$ cat config.mk
export PLATFORM = sky130hd
export DESIGN_NAME = gon_xbus_collector
export DESIGN_NICKNAME = d
export VERILOG_FILES = /design/src/rtl/gon_xbus_collector.sv
export SDC_FILE = /design/constraint.sdc
export NUM_CORES = 1
export LEC_CHECK = 0
export ABC_AREA = 1
export CAP_MARGIN = 40
export CORE_MARGIN = 3
export CORE_UTILIZATION = 45
export CTS_CLUSTER_SIZE = 25
export DETAILED_ROUTE_END_ITERATION = 12
export PLACE_DENSITY = 0.67
export SYNTH_ARGS = -nofsm -noshare
export SYNTH_HDL_FRONTEND = slang
export SYNTH_SLANG_ARGS = --single-unit
$ cat constraint.sdc
create_clock -name clk -period 4.6 [get_ports clk]
set_input_delay 0.92 -clock clk [delete_from_list [all_inputs] [get_ports clk]]
set_output_delay 0.92 -clock clk [all_outputs]
set_load 0.005 [all_outputs]
$ cat src/rtl/gon_xbus_collector.sv
// GON X-bus row collector: walks column tags 0..last_col, enables the addressed column and
// pulls words_per_col words per column into a small output FIFO. Optional watchdog: GON_COLLECT_TIMEOUT_EN.
module gon_xbus_collector #(
    parameter int DATA_WIDTH    = 64,
    parameter int COL_TAG_WIDTH = 4,
    parameter int NUM_OF_COLS   = 14,
    parameter int FIFO_DEPTH    = 4,
    parameter int WORDS_WIDTH   = 8
) (
    input  logic                     clk,
    input  logic                     reset,
    input  logic                     start,
    input  logic [COL_TAG_WIDTH-1:0] last_col,
    input  logic [WORDS_WIDTH-1:0]   words_per_col,
    output logic [COL_TAG_WIDTH-1:0] col_tag,
    output logic                     bus_enable,
    output logic                     bus_ready,
    input  logic                     bus_valid,
    input  logic [DATA_WIDTH-1:0]    bus_data,
    output logic [DATA_WIDTH-1:0]    out_data,
    output logic                     out_valid,
    input  logic                     out_ready,
    output logic                     busy,
    output logic                     done,
    output logic                     timeout_err
);
    localparam int AW = $clog2(FIFO_DEPTH);
    localparam logic [COL_TAG_WIDTH-1:0] MAX_COL = COL_TAG_WIDTH'(NUM_OF_COLS - 1);
    localparam logic [AW:0] FULL_CNT = (AW+1)'(FIFO_DEPTH);

    typedef enum logic [1:0] {IDLE, SELECT, CAPTURE, DONE} state_t;

    state_t                   state, state_nxt;
    logic [COL_TAG_WIDTH-1:0] col_nxt, cfg_last, last_nxt;
    logic [WORDS_WIDTH-1:0]   word_cnt, cnt_nxt, cfg_words, words_nxt;
    logic                     col_end, wd_expire;

    logic [DATA_WIDTH-1:0] mem [FIFO_DEPTH];
    logic [AW-1:0]         wr_ptr, rd_ptr;
    logic [AW:0]           count, count_nxt;
    logic                  push, pop;

    assign push      = bus_enable & bus_ready & bus_valid;
    assign pop       = out_valid & out_ready;
    assign out_valid = (count != '0);
    assign out_data  = out_valid ? mem[rd_ptr] : '0;

    always_comb begin
        count_nxt = count;
        case ({push, pop})
            2'b10:   count_nxt = count + 1'b1;
            2'b01:   count_nxt = count - 1'b1;
            default: count_nxt = count;
        endcase
    end

    always_ff @(posedge clk) begin
        if (push) mem[wr_ptr] <= bus_data;
    end

`ifdef GON_COLLECT_TIMEOUT_EN
    logic [7:0] wd;
    logic       tmo_q;

    // Fires on the 255th consecutive stalled CAPTURE cycle of a column.
    assign wd_expire   = (state == CAPTURE) && bus_enable && !bus_valid && (wd == 8'd254);
    assign timeout_err = tmo_q;

    always_ff @(posedge clk or posedge reset) begin
        if (reset) begin
            wd    <= '0;
            tmo_q <= 1'b0;
        end else begin
            if (state != CAPTURE || push || wd_expire) wd <= '0;
            else if (!bus_valid)                       wd <= wd + 1'b1;
            if (state == IDLE && start) tmo_q <= 1'b0;
            else if (wd_expire)         tmo_q <= 1'b1;
        end
    end
`else
    assign wd_expire   = 1'b0;
    assign timeout_err = 1'b0;
`endif

    always_comb begin
        state_nxt = state;
        col_nxt   = col_tag;
        cnt_nxt   = word_cnt;
        last_nxt  = cfg_last;
        words_nxt = cfg_words;
        col_end   = 1'b0;
        case (state)
            IDLE: if (start) begin
                last_nxt  = (last_col > MAX_COL) ? MAX_COL : last_col;
                words_nxt = (words_per_col == '0) ? WORDS_WIDTH'(1) : words_per_col;
                col_nxt   = '0;
                cnt_nxt   = '0;
                state_nxt = SELECT;
            end
            SELECT: state_nxt = CAPTURE;
            CAPTURE: begin
                if (push) begin
                    cnt_nxt = word_cnt + 1'b1;
                    col_end = (cnt_nxt == cfg_words);
                end
                if (wd_expire) col_end = 1'b1;
                if (col_end) begin
                    if (col_tag == cfg_last) begin
                        state_nxt = DONE;
                    end else begin
                        col_nxt   = col_tag + 1'b1;
                        cnt_nxt   = '0;
                        state_nxt = SELECT;
                    end
                end
            end
            DONE:    state_nxt = IDLE;
            default: state_nxt = IDLE;
        endcase
    end

    // Outputs are registered from next-state so they line up with the state they describe.
    always_ff @(posedge clk or posedge reset) begin
        if (reset) begin
            state      <= IDLE;
            col_tag    <= '0;
            word_cnt   <= '0;
            cfg_last   <= '0;
            cfg_words  <= '0;
            bus_enable <= 1'b0;
            bus_ready  <= 1'b0;
            busy       <= 1'b0;
            done       <= 1'b0;
            count      <= '0;
            wr_ptr     <= '0;
            rd_ptr     <= '0;
        end else begin
            state      <= state_nxt;
            col_tag    <= col_nxt;
            word_cnt   <= cnt_nxt;
            cfg_last   <= last_nxt;
            cfg_words  <= words_nxt;
            bus_enable <= (state_nxt == CAPTURE);
            bus_ready  <= (state_nxt == CAPTURE) && (count_nxt != FULL_CNT);
            busy       <= (state_nxt != IDLE);
            done       <= (state_nxt == DONE);
            count      <= count_nxt;
            if (push) wr_ptr <= wr_ptr + 1'b1;
            if (pop)  rd_ptr <= rd_ptr + 1'b1;
        end
    end
endmodule

==> impl_metrics.csv <==
group,metric,value,unit
status,status,"finished clean",
clocking,htree_levels,1,
clocking,clock_latency,540,ps
final_layout,final_common_cell,"nor2_1",
final_layout,final_cell_mix,"nor2_1 (271), edfxtp_1 (256), clkdlybuf4s50_1 (153)",
clocking,cts_root_buffer,"clkbuf_16",
clocking,clkSinkCount,293,
routing,vias_per_cell,5.14,
worst_setup_path,cp.arrival,2850,ps
routing,dr.pass1.iters,5,
place,dp.cells,1479,
floorplan,die_w,169,um
clocking,cts_hold_buf,0,
worst_setup_path,required,3680,ps
power,vdd_ir_drop_max,0.384,mV
timing,tns,0,ps
timing,drv_slew,0,
floorplan,die_y,169,um
worst_setup_path,end_kind,"output port",
logic_synthesis,synthesis.area,11900,um2
routing,drt_iter0_drc,502,
routing,wl,26.0,mm
timing,hold_viol,0,
global_routing,grt_pass1_wl,40.9,mm
place,gp_congestion,0.790,
clocking,cts_buffers,29,
clocking,postCtsSetupRepairBufs,0,
worst_setup_path,critPathMaxFanout,54,
worst_setup_path,worstSetupStartpointType,"flip-flop",
timing,relSlewSlack,0.402,
power,power.density,617,nW/um2
logic_synthesis,synth_seq_cells,293,
timing,clock_skew,17.9,ps
routing,route.detailed.drc,0,
logic_synthesis,synth_cell_type_count,35,
timing,min_period,3770,ps
timing,grt_setup_unrepaired,"no",
final_layout,drive_above_1_share,0.0732,
clocking,cts.path.max_buffers,3,
clocking,clkTransAtPathRegs,60,ps
routing,num_vias,7880,
floorplan,ios,155,
global_routing,grtUsageTotal,0.179,
final_layout,nets,1269,
power,leakage,5.21,nW
floorplan,row_count,58,
run,max_cap_viol_count,0,
logic_synthesis,synth.net_count,1119,
timing,worst_slack,826,ps
timing,fmax,0.265,GHz
routing,drtAntennaViolNets,0,
hold_path,hp-class,"reg2reg",
global_routing,grt_pass1_vias,7765,
floorplan,placeableCoreArea,25600,um2
global_routing,antenna_found_initial,2,
place,place_ws,1040,ps
power,p_total,9.14,mW
final_layout,area_delta_synth_final,24.2,%
floorplan,fp.dieArea,28500,um2
logic_synthesis,syn_area_per_cell,11.6,um2
timing,worst_pin_slew,897,ps
routing,post_drt_wl_per_cell,16.9,um
global_routing,grt-ovfl-total,0,
global_routing,grt_max_degree,91,
logic_synthesis,netlist_instances,1030,
final_layout,stdcell_count,1534,
logic_synthesis,yosysSeqAreaShare,0.723,
place,portBuffers,153,
clocking,cts_resized,0,
place,hpwl,15.2,mm
floorplan,start_util,0.465,
worst_setup_path,path_class,"reg2out",
logic_synthesis,yosysWarnings,0,
timing,setup_viol,0,
timing,timing.final.crit_share,0.820,
clocking,cts_tree,"done",
==> cells by family (layout without fill, tap and decap cells) <==
logic type	Yosys count	after routing	share of synthesized area
and+or+nand+nor	399	399	0.136
buffers and inverters	95	268	0.0302
other	1	2	0.000315
AOI/OAI and AO/OA	224	224	0.0950
xor gates and xnor gates	10	10	0.00735
DFF	293	293	0.723
adders and majority gates	8	8	0.00903
==> metrics by stage <==
step | hold WS, ps | area [um2] | util
2_1_floorplan | 460 | 11900 | -
3_3_place_gp | 491 | 13900 | 0.543
3_5_place_dp | 496 | 13900 | 0.543
4_1_cts | 512 | 14800 | 0.578
5_1_grt | 535 | 14800 | 0.578
6_report | 508 | 14800 | 0.578
==> sequential cells by signal, indices dropped and copies added (netlist names) <==
signal / flops
wr_ptr: 2
busy: 1
col_tag: 4
bus_enable: 1
mem: 256
count: 3
cfg_last: 4
done: 1
cfg_words: 8
state: 2
rd_ptr: 2
word_cnt: 8
bus_ready: 1
==> power by group <==
| group | switching [mW] | leakage, nW | total [mW] | internal [mW] |
|---|---|---|---|---|
| combinational | 1.87 | 2.00 | 3.54 | 1.67 |
| sequential | 0.230 | 2.77 | 3.39 | 3.15 |
| clock | 0.940 | 0.438 | 2.21 | 1.27 |
==> worst max-delay path, cell delays in order (launching register included) <==
cell             delay, ps
dfrtp_4                850
buf_4                  390
nor2_1                  80
nor2_1                  80
o21ai_0                 90
a21oi_1                250
clkdlybuf4s50_1        550
==> metal layers <==
| layer | track usage | up-vias | wire length [um] |
|---|---|---|---|
| li1 | - | 3855 | - |
| met1 | 0.242 | 3809 | 11700 |
| met2 | 0.303 | 177 | 12300 |
| met3 | 0.0308 | 37 | 1360 |
| met4 | 0.0477 | 2 | 510 |
| met5 | 0 | - | 13 |
==> synthesized netlist by cell type, drive strengths merged <==
| library cell | number | area (um2) |
|---|---|---|
| a211oi | 1 | 7.51 |
| nand3b | 3 | 22.5 |
| a21oi | 70 | 350 |
| edfxtp | 256 | 7690 |
| nand4 | 3 | 18.8 |
| o21ai | 151 | 756 |
| inv | 43 | 161 |
| fa | 1 | 20.0 |
| nor3b | 1 | 7.51 |
| or2 | 4 | 25.0 |
| nor3 | 2 | 10.0 |
| o211ai | 1 | 7.51 |
| dfrtp | 37 | 926 |
| nor4 | 1 | 6.26 |
| nor2 | 279 | 1060 |
| xnor2 | 7 | 61.3 |
| clkbuf | 32 | 120 |
| xor2 | 3 | 26.3 |
| nand2 | 85 | 334 |
| conb | 1 | 3.75 |
| o21bai | 1 | 11.3 |
| buf | 20 | 78.8 |
| nand3 | 20 | 123 |
| and2 | 1 | 6.26 |
| ha | 7 | 87.6 |
==> final timing paths <==
| path | endpoint | depth (start not counted) | startpoint | slack, ps |
|---|---|---|---|---|
| max reg2reg | bus_ready | 11 | count[1] | 1870 |
| max | out_data[45] | 6 | rd_ptr[0] | 830 |
| min | cfg_last[2] | 2 | cfg_last[2] | 510 |
| min reg2reg | cfg_last[2] | 2 | cfg_last[2] | 510 |
| max in group asynchronous | rd_ptr[0] | 3 | reset | 3440 |
| min in group asynchronous | count[1] | 3 | reset | 800 |
==> final cells by class <==
| type | instances | area [um2] |
|---|---|---|
| repair buffers | 171 | 1730 |
| flip-flops and latches | 293 | 8620 |
| fillers | 2081 | 10800 |
| diodes | 1 | 2.50 |
| clock inverters | 18 | 143 |
| multi-input cells | 642 | 2980 |
| clock buffers | 36 | 752 |
| well taps | 330 | 413 |
| inverters | 43 | 163 |
Note: power is estimated with default switching activity, not from simulation.
